[src/rtl/counter_prog.sv]
// counter_prog: programmable up/down counter with a
// clock-enable prescaler, load, wrap/saturate and status.
module counter_prog #(
  parameter int WIDTH    = 8,
  parameter int PRESCALE = 1
) (
  input  logic             clk,
  input  logic             reset,
  input  logic             en,
  input  logic             up,
  input  logic             load,
  input  logic [WIDTH-1:0] load_val,
  input  logic [WIDTH-1:0] max_val,
  input  logic             sat,
  input  logic             clr_ovf,
  output logic [WIDTH-1:0] count,
  output logic             step,
  output logic             tc,
  output logic             ovf
);

  // One spare bit when PRESCALE = 1 keeps the register legal;
  // it then never leaves 0, so every enabled edge is a step.
  localparam int PW =
    (PRESCALE > 1) ? $clog2(PRESCALE) : 1;
  localparam logic [PW-1:0] PSC_LAST = PW'(PRESCALE - 1);

  logic [PW-1:0]    psc_q;
  logic [PW-1:0]    psc_d;
  logic [WIDTH-1:0] count_q;
  logic [WIDTH-1:0] count_d;
  logic             step_q;
  logic             step_d;
  logic             tc_q;
  logic             tc_d;
  logic             ovf_q;
  logic             ovf_d;

  logic             step_fire;
  logic             at_bound;
  logic [WIDTH-1:0] step_val;
  logic [WIDTH-1:0] load_clamped;

  // A step is due when the prescaler reaches its last phase.
  always_comb begin
    step_fire = en && (psc_q == PSC_LAST);
  end

  // Loaded value is clamped into the 0..max_val range.
  always_comb begin
    load_clamped = load_val;
    if (load_val > max_val) begin
      load_clamped = max_val;
    end
  end

  // Candidate count and boundary flag for a step this edge.
  // Boundary test comes first, so 2^WIDTH is never reached.
  always_comb begin
    step_val = count_q;
    at_bound = 1'b0;
    if (up) begin
      if (count_q >= max_val) begin
        at_bound = 1'b1;
        step_val = sat ? max_val : '0;
      end else begin
        step_val = count_q + WIDTH'(1);
      end
    end else begin
      if (count_q == '0) begin
        at_bound = 1'b1;
        step_val = sat ? '0 : max_val;
      end else if (count_q > max_val) begin
        step_val = max_val;
      end else begin
        step_val = count_q - WIDTH'(1);
      end
    end
  end

  // Prescaler: cleared by load, holds while en is low.
  always_comb begin
    psc_d = psc_q;
    if (load) begin
      psc_d = '0;
    end else if (en) begin
      if (psc_q == PSC_LAST) begin
        psc_d = '0;
      end else begin
        psc_d = psc_q + PW'(1);
      end
    end
  end

  // Count and status next-state: load beats step beats hold;
  // a boundary setting ovf beats a same-cycle clear.
  always_comb begin
    count_d = count_q;
    step_d  = 1'b0;
    tc_d    = 1'b0;
    ovf_d   = ovf_q;
    if (clr_ovf) begin
      ovf_d = 1'b0;
    end
    if (load) begin
      count_d = load_clamped;
    end else if (step_fire) begin
      count_d = step_val;
      step_d  = 1'b1;
      tc_d    = at_bound;
      if (at_bound) begin
        ovf_d = 1'b1;
      end
    end
  end

  // State registers with asynchronous active-high reset.
  always_ff @(posedge clk or posedge reset) begin
    if (reset) begin
      psc_q   <= '0;
      count_q <= '0;
      step_q  <= 1'b0;
      tc_q    <= 1'b0;
      ovf_q   <= 1'b0;
    end else begin
      psc_q   <= psc_d;
      count_q <= count_d;
      step_q  <= step_d;
      tc_q    <= tc_d;
      ovf_q   <= ovf_d;
    end
  end

  assign count = count_q;
  assign step  = step_q;
  assign tc    = tc_q;
  assign ovf   = ovf_q;

endmodule

[config.mk]
export PLATFORM = sky130hd
export DESIGN_NAME = counter_prog
export DESIGN_NICKNAME = d
export VERILOG_FILES = /design/src/rtl/counter_prog.sv
export SDC_FILE = /design/constraint.sdc
export NUM_CORES = 1
export LEC_CHECK = 0
export ABC_AREA = 1
export BUFFER_PORTS_ARGS = -buffer_cell sky130_fd_sc_hd__buf_4
export CORE_UTILIZATION = 51
export DETAILED_ROUTE_END_ITERATION = 16
export GPL_ROUTABILITY_DRIVEN = 0
export PLACE_DENSITY_LB_ADDON = 0.3
export SLEW_MARGIN = 20
export SYNTH_ARGS = -nofsm -noshare
export SYNTH_HDL_FRONTEND = slang
export SYNTH_SLANG_ARGS = --single-unit
[constraint.sdc]
create_clock -name clk -period 1.7 [get_ports clk]
set_input_delay 0.425 -clock clk [delete_from_list [all_inputs] [get_ports clk]]
set_output_delay 0.425 -clock clk [all_outputs]
set_load 0.02 [all_outputs]
-- Yosys cells after proc, flatten, opt, wreduce, memory -nomap -nowiden
Index checks and enable logic that the tools add are counted.
- input port bits: 23
- logic and storage cells: 39
- output and inout port bits: 11
- flip-flop bits (word level): 12
- $lt $le $gt $ge: 3
- muxes and demuxes: 23
- add/sub/neg operators: 3
- bitwise logic cells: 1
- reductions and logical operators: 4
- operators by type and width (operator ; number):
    $mux W8 ; 9
    $gt A8 B8 Y1 ; 2
    $mux W1 ; 14
    $add A8 B1 Y8 const B ; 1
    $ge A8 B8 Y1 ; 1
    $logic_not A8 Y1 ; 1
    $sub A8 B1 Y8 const B ; 1
    $reduce_bool A2 Y1 ; 2
    $add A1 B1 Y1 const B ; 1
    $logic_and A1 B1 Y1 ; 1
    $not A1 Y1 ; 1

-- Longest topological paths before layout
Gate-level depths: netlist of the first run.
- depth after elaboration: 6
- gate-level depth with buffers: 18
- gate-level depth less buffers: 17

-- Worst setup path after synthesis of the first run
Ideal clock, no wire load.
- path type: reg2reg
- from: register count_q[0] (netlist: count[0])
- to: register count_q[3] (netlist: count[3])
- arrival: 1.760 ns
- path buffers: 1
- clock period less this slack: 1.883 ns
- library setup time: 0.123 ns
- data required time: 1.577 ns
- path slack: -0.183 ns
- cell stages (with the launch flop): 17
- path through: dfrtp_1 > inv_1 > ha_1 > inv_1 > nand2_1 > nand2_1 > nand2_1 > nand2_1 > nand2_2 > nand2_2 > nand2_2 > buf_6 > nand3_2 > nand2_1 > o21bai_1 > nand2_1 > nand2_1
- longest elaborated chain between the ends: 6
- elaborated cells on any way between the ends: 11
- those cells by class: 2 x add/sub; 2 x order compare; 6 x mux; 1 x reduce/logical
- RTL lines (what ; line ; source):
    from (decl) ; 30 ; logic [WIDTH-1:0] count_q;
    from (signal assigned) ; 127 ; count_q <= count_d;
    $sub A8 B1 Y8 / $gt A8 B8 Y1 (equally long branches) ; 76, 73 ;
    $mux W8 ; 73 ; end else if (count_q > max_val) begin
    $mux W8 ; 70 ; if (count_q == '0) begin
    $mux W8 (*) ; 62 ; if (up) begin
    $mux W8 (*) ; 107 ; end else if (step_fire) begin
    $mux W8 (*) ; 105 ; if (load) begin
Mark *: on every way between the ends. The rest lies on a longest branch, timed or not. The select of a mux whose other input is x is not followed.
A chain may end at the register's enable or synchronous reset.

-- Worst setup path in the final report of the first run
- from: register count_q[5] (netlist: count[5])
- to: register count_q[4] (netlist: count[4])
- longest elaborated chain between the ends: 6
- elaborated cells on any way between the ends: 9
- those cells by class: 2 x order compare; 6 x mux; 1 x reduce/logical
- RTL lines (what ; line):
    $gt A8 B8 Y1 ; 73
    $mux W8 ; 73
    $mux W8 ; 70
    $mux W8 (*) ; 62
    $mux W8 (*) ; 107
    $mux W8 (*) ; 105
Marked as above.

==> impl_metrics.py, run 1 <==
metrics = {
    "synth": {
        "synth_ff_type": "dfrtp_1",
        "synth.most_common_cell": "nand2_1",
        "ys_async_sr_fraction_pct": 100,
        "ys_seq_area_share_pct": 15.5,
        "synth-edff-count": 0,
        "synth_seq_cells": 11,
        "synthCells": 278,
        "syn_nets": 320,
        "syn-cell-area_mm2": 0.00177,
        "synth_top_area_share_pct": 15.9,
        "synth_cell_types": 36,
        "ys_top_cells_by_count": "75 x nand2_1, 37 x inv_1, 26 x nor2_1, 25 x nand3_1, 19 x ha_1",
        "yosysWarnings": 0,
        "avgSynthCellArea_um2": 6.37,
        "yosys-top-cells-area": "nand2_1 16%, dfrtp_1 16%, ha_1 13%",
        "yosys.area.top_type": "nand2_1",
    },
    "cells_and_area": {
        "nNetsFinal": 402,
        "fin_util_pct": 79.0,
        "multi_input_area_mm2": 0.00143,
        "final_cell_area_mm2": 0.00264,
        "diodes": 0,
        "nFillCells": 232,
        "drive_gt1_share_pct": 42.1,
        "syn2layout_area_growth_pct": 48.8,
        "final-seq-area_um2": 283,
    },
    "timing": {
        "whs_ns": 0.152,
        "max_freq_mhz": 514,
        "slew_viol_final": 0,
        "fin_crit_ns": 1.94,
        "finalCritPeriodShare_pct": 114,
        "finClkSkew_ns": 0.00306,
        "setup_viol": 8,
        "relSlewSlack_pct": 69.9,
        "hold_violations": 0,
        "tightest_slew_ns": 0.451,
        "fin_ws_ns": -0.245,
        "setup_tns_ns": -1.64,
        "rsz0062_at_grt": "true",
    },
    "worst_setup_path": {
        "path_max_fanout": 3,
        "cp_common_cell": "nand2_1",
        "end_kind": "flip-flop",
        "required_ns": 1.91,
        "rr_startpoint": "count[5]$_DFFE_PP0P_",
        "crit_slowest_cell": "dfrtp_2",
        "start_kind": "flip-flop",
        "cp_cell_sequence": "ha_4, nand2_1, nor2_4, nand4_4, buf_4, nand3_1, nand3_1, nand2_1, nand2_2, nand2_1, nand2_1, nand2_1",
        "max_stage_delay_ns": 0.45,
        "critical_path.startpoint": "count[5]$_DFFE_PP0P_",
        "timing_worst_setup_path_type": "flip-flop to flip-flop",
        "arrival_ns": 2.15,
    },
    "die": {
        "io_pins": 34,
        "die_w_um": 60.9,
        "initial_utilization_pct": 53.1,
        "die_y_um": 60.9,
        "coreArea_mm2": 0.00334,
        "dieArea_mm2": 0.00371,
        "placementRows": 21,
    },
    "clock_tree": {
        "clock_latency_ns": 0.27,
        "cts_sinks": 11,
        "cts_buffer_depth": 2,
        "cts_tree": "built",
        "cts_hold_buf": 0,
        "cts-root-buf": "clkbuf_4",
        "cts_buffers": 3,
        "cts.htree.levels": 1,
        "clkTransAtPathRegs_ns": 0.08,
    },
    "routing": {
        "antenna_left": 0,
        "firstDrtPassIters": 7,
        "wl_per_cell_um": 14.9,
        "drt_iter0_markers": 174,
        "wl_um": 6040,
        "viasPerCell": 5.42,
        "drc": 0,
        "vias": 2196,
    },
    "power_and_ir_drop": {
        "power_leakage_nw": 1.40,
        "vdd_drop_max_mv": 0.303,
        "p_per_area_mw_per_mm2": 754,
    },
    "grt": {
        "globalRouteTotalUtil_pct": 34.8,
        "antenna_found_initial": 0,
        "grt.overflow.total": 0,
        "grt_pass1_wl_um": 9250,
        "grt_start_max_net_pins": 12,
        "first_global_vias": 2023,
    },
    "worst_hold_path": {
        "min_path_type": "input port to asynchronous set/reset pin",
    },
    "flow_run": {
        "maxCapViolations": 0,
    },
    "place": {
        "hpwl_um": 4510,
        "place_area_mm2": 0.00242,
        "port_buffers": 33,
    },
    "status": {
        "violations": "setup timing",
        "status": "finished, violations left",
    },
}
[where the power goes]
| group | leakage (nW) | switching [mW] | internal [mW] | total, mW |
|---|---|---|---|---|
| Sequential | 0.129 | 0.0356 | 0.306 | 0.341 |
| Clock | 0.0150 | 0.0990 | 0.0908 | 0.190 |
| Combinational | 1.25 | 0.808 | 0.647 | 1.45 |
| Total | 1.40 | 0.943 | 1.04 | 1.99 |
[sequential cells by signal (all words and copies together), names as in the netlist]
register  count
count         8
ovf           1
step          1
tc            1
[layer usage]
metal	GRT usage (%)	up-vias	routed length, um
met2	61.5	100	2930
met5	0	-	0
met3	6.18	25	438
li1	-	1062	-
met1	42.7	1009	2470
met4	11.0	0	188
[path summary, 6_finish.rpt]
path	slack (ns)	cells after the start	endpoint
min reg2reg	0.55	2	ovf$_DFF_PP0_
max in group asynchronous	1.21	2	count[4]$_DFFE_PP0P_
min	0.15	2	step$_DFF_PP0_
min in group clk	0.33	2	ovf$_DFF_PP0_
max reg2reg	-0.24	12	count[4]$_DFFE_PP0P_
max	-0.24	12	count[4]$_DFFE_PP0P_
[layout by cell type (no fill, tap or decap), types with 4 or more instances in the layout]
cell type  synthesis  layout
xor2_1             7       7
nor2_2             4       7
a31oi_1            7       7
inv_1             37      31
buf_6              4       4
nand3_1           25      24
dfrtp_2            0       6
nand2_1           75      69
nor2_1            26      22
nand3_2            8       7
inv_2              6       8
o21ai_0            6       4
ha_1              19      14
ha_4               0       5
dfrtp_1           11       5
buf_4              2      79
nand2_2            7      10
[logic make-up (layout without fill, tap and decap cells)]
group,Yosys count,count (layout),synth area share (%)
buffers and inverters,52,132,13.2
and+or+nand+nor,158,159,43.6
AOI/OAI and AO/OA,30,30,10.2
xor gates and xnor gates,8,8,3.96
DFF,11,11,15.5
adders and majority gates,19,19,13.4
[stage by stage]
stage	cells	power [mW]	setup slack (ns)
6_report	405	1.99	-0.245
5_1_grt	405	2.13	-0.356
4_1_cts	404	1.89	-0.157
3_5_place_dp	394	1.58	-0.578
3_3_place_gp	394	1.54	-0.552
2_1_floorplan	278	1.13	-0.0740
[what timing repair did]
action / 4_1_cts / 5_1_grt
resized for setup: 22 / 11
endpoints found under the setup margin: 10 / 10
gates cloned: 1 / 0
setup buffers: 5 / 1
pin swaps: 17 / 9
[area by class of cell]
class,count,area share (%)
inverter,44,6.79
sequential,11,10.7
multi-input combinational,216,54.3
tap,46,2.18
timing repair buffer,84,25.0
clock buffer,4,0.997
[critical path, delay by kind of cell, from the launching register on]
kind / cells / cell delay (ns)
adder cells (fa/ha/maj): 1 / 0.28
AND/OR/NAND/NOR: 10 / 0.97
flip-flops: 1 / 0.45
buffers and inverters: 1 / 0.19
Power figures use the tool's default switching activity.
==> inputs of run 2 (changes only) <==
--- a/config.mk
+++ b/config.mk
@@ -5,9 +5,9 @@
 export SDC_FILE = /design/constraint.sdc
 export NUM_CORES = 1
 export LEC_CHECK = 0
-export ABC_AREA = 1
 export BUFFER_PORTS_ARGS = -buffer_cell sky130_fd_sc_hd__buf_4
-export CORE_UTILIZATION = 51
+export CORE_MARGIN = 2
+export CORE_UTILIZATION = 49
 export DETAILED_ROUTE_END_ITERATION = 16
 export GPL_ROUTABILITY_DRIVEN = 0
 export PLACE_DENSITY_LB_ADDON = 0.3
==> run 2 against run 1 <==
- the run still ends with setup timing left
- critical path depth fell by 4
- combinational power fell by 6%
- synthesized cell count fell by 35%
- clock skew rose by 0.0064 ns
- flip-flop and latch count did not move
- via count fell by 10%
- cell area fell by 4.5%
- first-iteration DRC count fell by 7.5%
- sequential share of layout area rose by 0.40 points
- non-clock buffer count rose by 11
==> impl_metrics.py, run 2 <==
metrics = {
    "cells_and_area": {
        "nFillCells": 162,
        "final_common_cell": "buf_4",
        "drive_gt1_share_pct": 53.5,
        "diodes": 0,
        "final_cell_mix": "91 x buf_4, 16 x inv_1, 12 x ha_1",
        "largest_reg_flops": 8,
        "syn2layout_area_growth_pct": 64.4,
        "nNetsFinal": 314,
    },
    "worst_setup_path": {
        "timing_worst_setup_path_type": "flip-flop to flip-flop",
        "path_buf_inv": 1,
        "cp_cell_sequence": "ha_4, nand4_1, nor2_2, buf_6, nor3_2, a211o_4, a221o_1, a221o_1",
        "cp_common_cell": "a221o_1",
        "end_kind": "flip-flop",
        "crit_family": "compound AO/OA/AOI/OAI gates",
        "max_stage_delay_ns": 0.43,
        "reg2reg_slack_ns": -0.64,
        "arrival_ns": 2.49,
        "path_max_fanout": 6,
        "required_ns": 1.85,
        "start_kind": "flip-flop",
        "crit_slowest_cell": "dfrtp_2",
    },
    "die": {
        "dieArea_mm2": 0.00359,
        "die_y_um": 59.9,
        "coreArea_mm2": 0.00300,
        "io_pins": 34,
        "placementRows": 20,
        "initial_utilization_pct": 51.0,
        "die_w_um": 59.9,
    },
    "routing": {
        "vias": 1973,
        "wl_um": 6400,
        "drc": 0,
        "firstDrtPassIters": 4,
        "drt_iter0_markers": 161,
        "antenna_left": 0,
        "wl_per_cell_um": 21.0,
        "viasPerCell": 6.49,
    },
    "clock_tree": {
        "clkTransAtPathRegs_ns": 0.08,
        "cts_sinks": 11,
        "cts_buffer_depth": 2,
        "cts-root-buf": "clkbuf_4",
        "clock_latency_ns": 0.27,
        "cts_hold_buf": 0,
        "cts_tree": "built",
        "cts_buffers": 3,
        "cts.htree.levels": 1,
    },
    "timing": {
        "fin_crit_ns": 2.34,
        "whs_ns": 0.154,
        "finClkSkew_ns": 0.00942,
        "tightest_slew_ns": 0.740,
        "fin_ws_ns": -0.644,
        "hold_violations": 0,
        "setup_viol": 10,
        "relSlewSlack_pct": 50.3,
        "max_freq_mhz": 427,
        "slew_viol_final": 0,
        "finalCritPeriodShare_pct": 138,
        "rsz0062_at_grt": "true",
    },
    "synth": {
        "synth-edff-count": 0,
        "synth_ff_type": "dfrtp_1",
        "synth_top_family_by_area": "compound AO/OA/AOI/OAI gates",
        "yosys-top-cells-area": "dfrtp_1 18%, ha_1 16%, xor2_1 5.1%",
        "synthAdderAreaFrac_pct": 15.5,
        "syn-cell-area_mm2": 0.00153,
        "synth_seq_cells": 11,
        "ys_async_sr_fraction_pct": 100,
        "avgSynthCellArea_um2": 8.51,
        "synth_cell_types": 49,
        "syn_nets": 222,
        "synth.most_common_cell": "ha_1",
        "synth_top_area_share_pct": 18.0,
        "synth_mux_area_share_pct": 5.72,
        "synthCells": 180,
        "ys_top_cells_by_count": "19 x ha_1, 17 x inv_1, 11 x dfrtp_1",
        "yosys.area.top_type": "dfrtp_1",
        "yosysWarnings": 0,
        "synth_xor_xnor_area_share_pct": 6.86,
        "ys_seq_area_share_pct": 18.0,
        "synth_compound_area_share_pct": 26.9,
        "synthSimpleGateAreaFrac_pct": 20.1,
    },
    "power_and_ir_drop": {
        "power.switching_uw": 833,
        "vdd_drop_max_mv": 0.513,
        "clockPowerShare_pct": 9.8,
        "power_leakage_nw": 1.16,
        "comb_power_share_pct": 72.4,
        "p_per_area_mw_per_mm2": 747,
        "switching_share_pct": 44.3,
        "power_mw": 1.88,
        "p_int_mw": 1.05,
        "seqPwrFrac_pct": 17.8,
    },
    "place": {
        "dp_worst_setup_slack_ns": -0.858,
        "port_buffers": 33,
        "hpwl_um": 4130,
    },
    "worst_hold_path": {
        "min_path_type": "input port to asynchronous set/reset pin",
    },
    "grt": {
        "first_global_vias": 1959,
        "grt.overflow.total": 0,
        "globalRouteTotalUtil_pct": 34.0,
        "antenna_found_initial": 0,
        "grt_start_max_net_pins": 16,
        "grt_pass1_wl_um": 9040,
    },
    "flow_run": {
        "maxCapViolations": 0,
    },
    "status": {
        "status": "finished, violations left",
        "violations": "setup timing",
    },
}
run 2: changes by cell type after synthesis, sizes merged, moves of 6 or more:
cell   change
o21ai      -6
nand2     -73
nor2      -24
nand3     -27
inv       -26
mux2       +6
run 2: cell type report:
type | count | area [um^2] | area share, %
Multi-Input combinational cell | 144 | 1380 | 54.7
Timing Repair Buffer | 95 | 728 | 28.9
Sequential cell | 11 | 280 | 11.1
Inverter | 17 | 63.8 | 2.53
Tap cell | 33 | 41.3 | 1.64
Clock buffer | 4 | 26.3 | 1.04
run 2: path summary, 6_finish.rpt:
check                           depth (start not counted)                 start                   end
worst max-delay path                                    8  count[7]$_DFFE_PP0P_  count[2]$_DFFE_PP0P_
worst min-delay path                                    2                 reset  count[5]$_DFFE_PP0P_
worst max register to register                          8  count[7]$_DFFE_PP0P_  count[2]$_DFFE_PP0P_
worst min register to register                          2         ovf$_DFF_PP0_         ovf$_DFF_PP0_
max in group asynchronous                               2                 reset  count[1]$_DFFE_PP0P_
min in group clk                                        2               clr_ovf         ovf$_DFF_PP0_
run 2: stage by stage:
step,cell area [um^2],utilization (%),TNS (ns),instances
6_report,2520,83.8,-4.96,304
5_1_grt,2520,83.8,-5.62,304
4_1_cts,2400,79.8,-4.60,298
3_5_place_dp,2240,74.7,-6.95,289
3_3_place_gp,2240,74.7,-6.05,289
2_1_floorplan,1610,-,-3.55,180
run 2: what timing repair did:
item | 4_1_cts | 5_1_grt
setup endpoints to repair | 10 | 10
buffers inserted | 6 | 11
gates resized for setup | 15 | 15
pin swaps | 13 | 14
run 2: worst reg2reg max path, cell delays in order (launching register included):
cell	delay, ns
dfrtp_2	0.43
ha_4	0.29
nand4_1	0.14
nor2_2	0.19
buf_6	0.13
nor3_2	0.04
a211o_4	0.36
a221o_1	0.35
a221o_1	0.30
run 2: cells by family (layout without fill, tap and decap cells):
| logic type | Yosys count | after routing |
|---|---|---|
| multiplexers | 8 | 8 |
| buffers and inverters | 25 | 116 |
| flip-flops | 11 | 11 |
| adder cells (fa/ha/maj) | 19 | 19 |
| AND/OR/NAND/NOR | 52 | 52 |
| XOR/XNOR | 12 | 12 |
| AO/OA/AOI/OAI | 53 | 53 |
run 2: power by group through the flow:
stage               clock, mW  combinational, mW  sequential, mW
floorplan                   0              0.560           0.399
global route            0.202               1.43           0.338
finish                  0.184               1.36           0.336
CTS                     0.190               1.15           0.335
global placement            0               1.04           0.333
detailed placement          0               1.08           0.336
run 2: per-layer routing:
layer,share of wire (%),GRT usage (%)
met1,38,40.2
met2,50,57.5
met3,6.6,5.19
met4,5.7,20.0
met5,0,0
==> inputs of run 3 (changes only) <==
--- a/config.mk
+++ b/config.mk
@@ -5,9 +5,10 @@
 export SDC_FILE = /design/constraint.sdc
 export NUM_CORES = 1
 export LEC_CHECK = 0
+export ABC_AREA = 1
 export BUFFER_PORTS_ARGS = -buffer_cell sky130_fd_sc_hd__buf_4
 export CORE_MARGIN = 2
-export CORE_UTILIZATION = 49
+export CORE_UTILIZATION = 51
 export DETAILED_ROUTE_END_ITERATION = 16
 export GPL_ROUTABILITY_DRIVEN = 0
 export PLACE_DENSITY_LB_ADDON = 0.3
==> run 3 against run 2 <==
- the run still ends with setup timing left
- critical path depth up 5
- fmax up 23%
- sequential share of layout area down 0.52 points
- wire length down 2.8%
- die area up 10%
- cell area up 5.9%
- sequential power up 4%
- critical path type unchanged
- critical endpoint is now count[4]$_DFFE_PP0P_
==> impl_metrics.py, run 3 (synthesized netlist as in run 1, its figures left out) <==
metrics = {
    "grt": {
        "grt_pass1_wl_um": 9800,
        "grt_start_max_net_pins": 12,
        "grt.overflow.total": 0,
        "first_global_vias": 2102,
        "antenna_found_initial": 0,
        "globalRouteTotalUtil_pct": 31.7,
    },
    "power_and_ir_drop": {
        "vdd_drop_max_mv": 0.363,
        "p_per_area_mw_per_mm2": 768,
        "power_leakage_nw": 1.39,
        "power_mw": 2.05,
    },
    "timing": {
        "hold_violations": 0,
        "setup_viol": 8,
        "slew_viol_final": 0,
        "finClkSkew_ns": 0.0133,
        "fin_ws_ns": -0.203,
        "rsz0062_at_grt": "true",
        "fin_crit_ns": 1.90,
        "tightest_slew_ns": 0.505,
        "max_freq_mhz": 526,
        "relSlewSlack_pct": 66.3,
        "finalCritPeriodShare_pct": 112,
    },
    "worst_setup_path": {
        "rr_startpoint": "count[7]$_DFFE_PP0P_",
        "arrival_ns": 2.09,
        "end_kind": "flip-flop",
        "reg2reg_slack_ns": -0.20,
        "timing_worst_setup_path_type": "flip-flop to flip-flop",
        "critical_path.startpoint": "count[7]$_DFFE_PP0P_",
        "rr_worst_depth": 13,
        "path_max_fanout": 4,
        "r2r_end": "count[4]$_DFFE_PP0P_",
        "start_kind": "flip-flop",
        "required_ns": 1.89,
    },
    "place": {
        "port_buffers": 33,
        "hpwl_um": 4550,
    },
    "clock_tree": {
        "cts_buffer_depth": 2,
        "clock_latency_ns": 0.31,
        "cts_tree": "built",
        "cts.htree.levels": 1,
        "clkTransAtPathRegs_ns": 0.09,
        "cts_sinks": 11,
        "cts_buffers": 3,
        "cts_hold_buf": 0,
        "cts-root-buf": "clkbuf_4",
    },
    "cells_and_area": {
        "final_cell_mix": "77 x buf_4, 72 x nand2_1, 33 x inv_1",
        "largest_reg_flops": 8,
        "nNetsFinal": 401,
        "multi_input_area_mm2": 0.00147,
        "diodes": 0,
        "final_common_cell": "buf_4",
        "syn2layout_area_growth_pct": 50.5,
        "nFillCells": 229,
        "fin_util_pct": 79.9,
        "drive_gt1_share_pct": 42.2,
        "final-seq-area_um2": 283,
    },
    "routing": {
        "viasPerCell": 5.70,
        "wl_um": 6220,
        "antenna_left": 0,
        "drc": 0,
        "wl_per_cell_um": 15.4,
        "firstDrtPassIters": 5,
        "drt_iter0_markers": 278,
        "vias": 2301,
    },
    "die": {
        "coreArea_mm2": 0.00334,
        "die_w_um": 62.9,
        "placementRows": 21,
        "die_y_um": 62.9,
        "dieArea_mm2": 0.00396,
        "initial_utilization_pct": 53.1,
        "io_pins": 34,
    },
    "worst_hold_path": {
        "min_path_type": "input port to asynchronous set/reset pin",
    },
    "flow_run": {
        "maxCapViolations": 0,
    },
    "status": {
        "violations": "setup timing",
        "status": "finished, violations left",
    },
}
==> run 3: worst max-delay path by stage <==
stage	endpoint	cells after the start	slack, ns
after global routing	count[4]$_DFFE_PP0P_	13	-0.28
after detailed placement	count[6]$_DFFE_PP0P_	13	-0.54
after floorplan	count[3]$_DFFE_PP0P_	14	-0.07
after global placement	count[6]$_DFFE_PP0P_	13	-0.56
final	count[4]$_DFFE_PP0P_	13	-0.20
after CTS	count[2]$_DFFE_PP0P_	12	-0.14
==> run 3: power by group <==
group / leakage [nW] / internal [mW] / switching [mW]
Clock: 0.0150 / 0.0918 / 0.122
Combinational: 1.25 / 0.657 / 0.828
Sequential: 0.129 / 0.306 / 0.0422
Total: 1.39 / 1.05 / 0.992
==> run 3: per-layer routing <==
metal	GRT usage, %	up-vias	share of wire (%)
li1	-	1062	-
met1	38.7	1032	39
met2	53.9	174	47
met3	5.59	33	9.6
met4	14.4	0	4.5
met5	0	-	0
==> run 3: per-stage QoR <==
step | std cells | hold WS [ns] | area [um^2] | setup slack (ns) | setup TNS (ns)
final | 404 | 0.134 | 2670 | -0.203 | -1.38
after global routing | 404 | 0.174 | 2670 | -0.280 | -2.07
after CTS | 400 | 0.150 | 2550 | -0.137 | -0.899
after detailed placement | 394 | 0.473 | 2420 | -0.540 | -4.05
after global placement | 394 | 0.469 | 2420 | -0.564 | -4.23
after floorplan | 278 | 0.277 | 1850 | -0.0740 | -0.408
==> run 3: area by class of cell <==
class / count / area share (%)
clock buffers: 4 / 0.986
inverters: 44 / 6.71
multi-input cells: 216 / 55.3
flip-flops and latches: 11 / 10.6
well taps: 46 / 2.16
repair buffers: 83 / 24.2
==> run 3: worst max-delay path, cell delays in order (launching register included) <==
cell	delay (ns)
dfrtp_2	0.44
ha_4	0.24
a21o_1	0.23
nor2_4	0.19
nand2_4	0.08
buf_4	0.15
nand2_4	0.08
nand2_1	0.05
nand3_1	0.06
nand2_1	0.05
nand2_1	0.06
nand2_1	0.06
nand2_1	0.06
nand2_1	0.04
==> run 3: what timing repair did <==
action                     CTS  global route
setup buffers                1             4
pin swaps                   12             9
gates resized for setup     19            20
gates cloned                 1             0
setup endpoints to repair    8            10
hold endpoints to repair     0             0
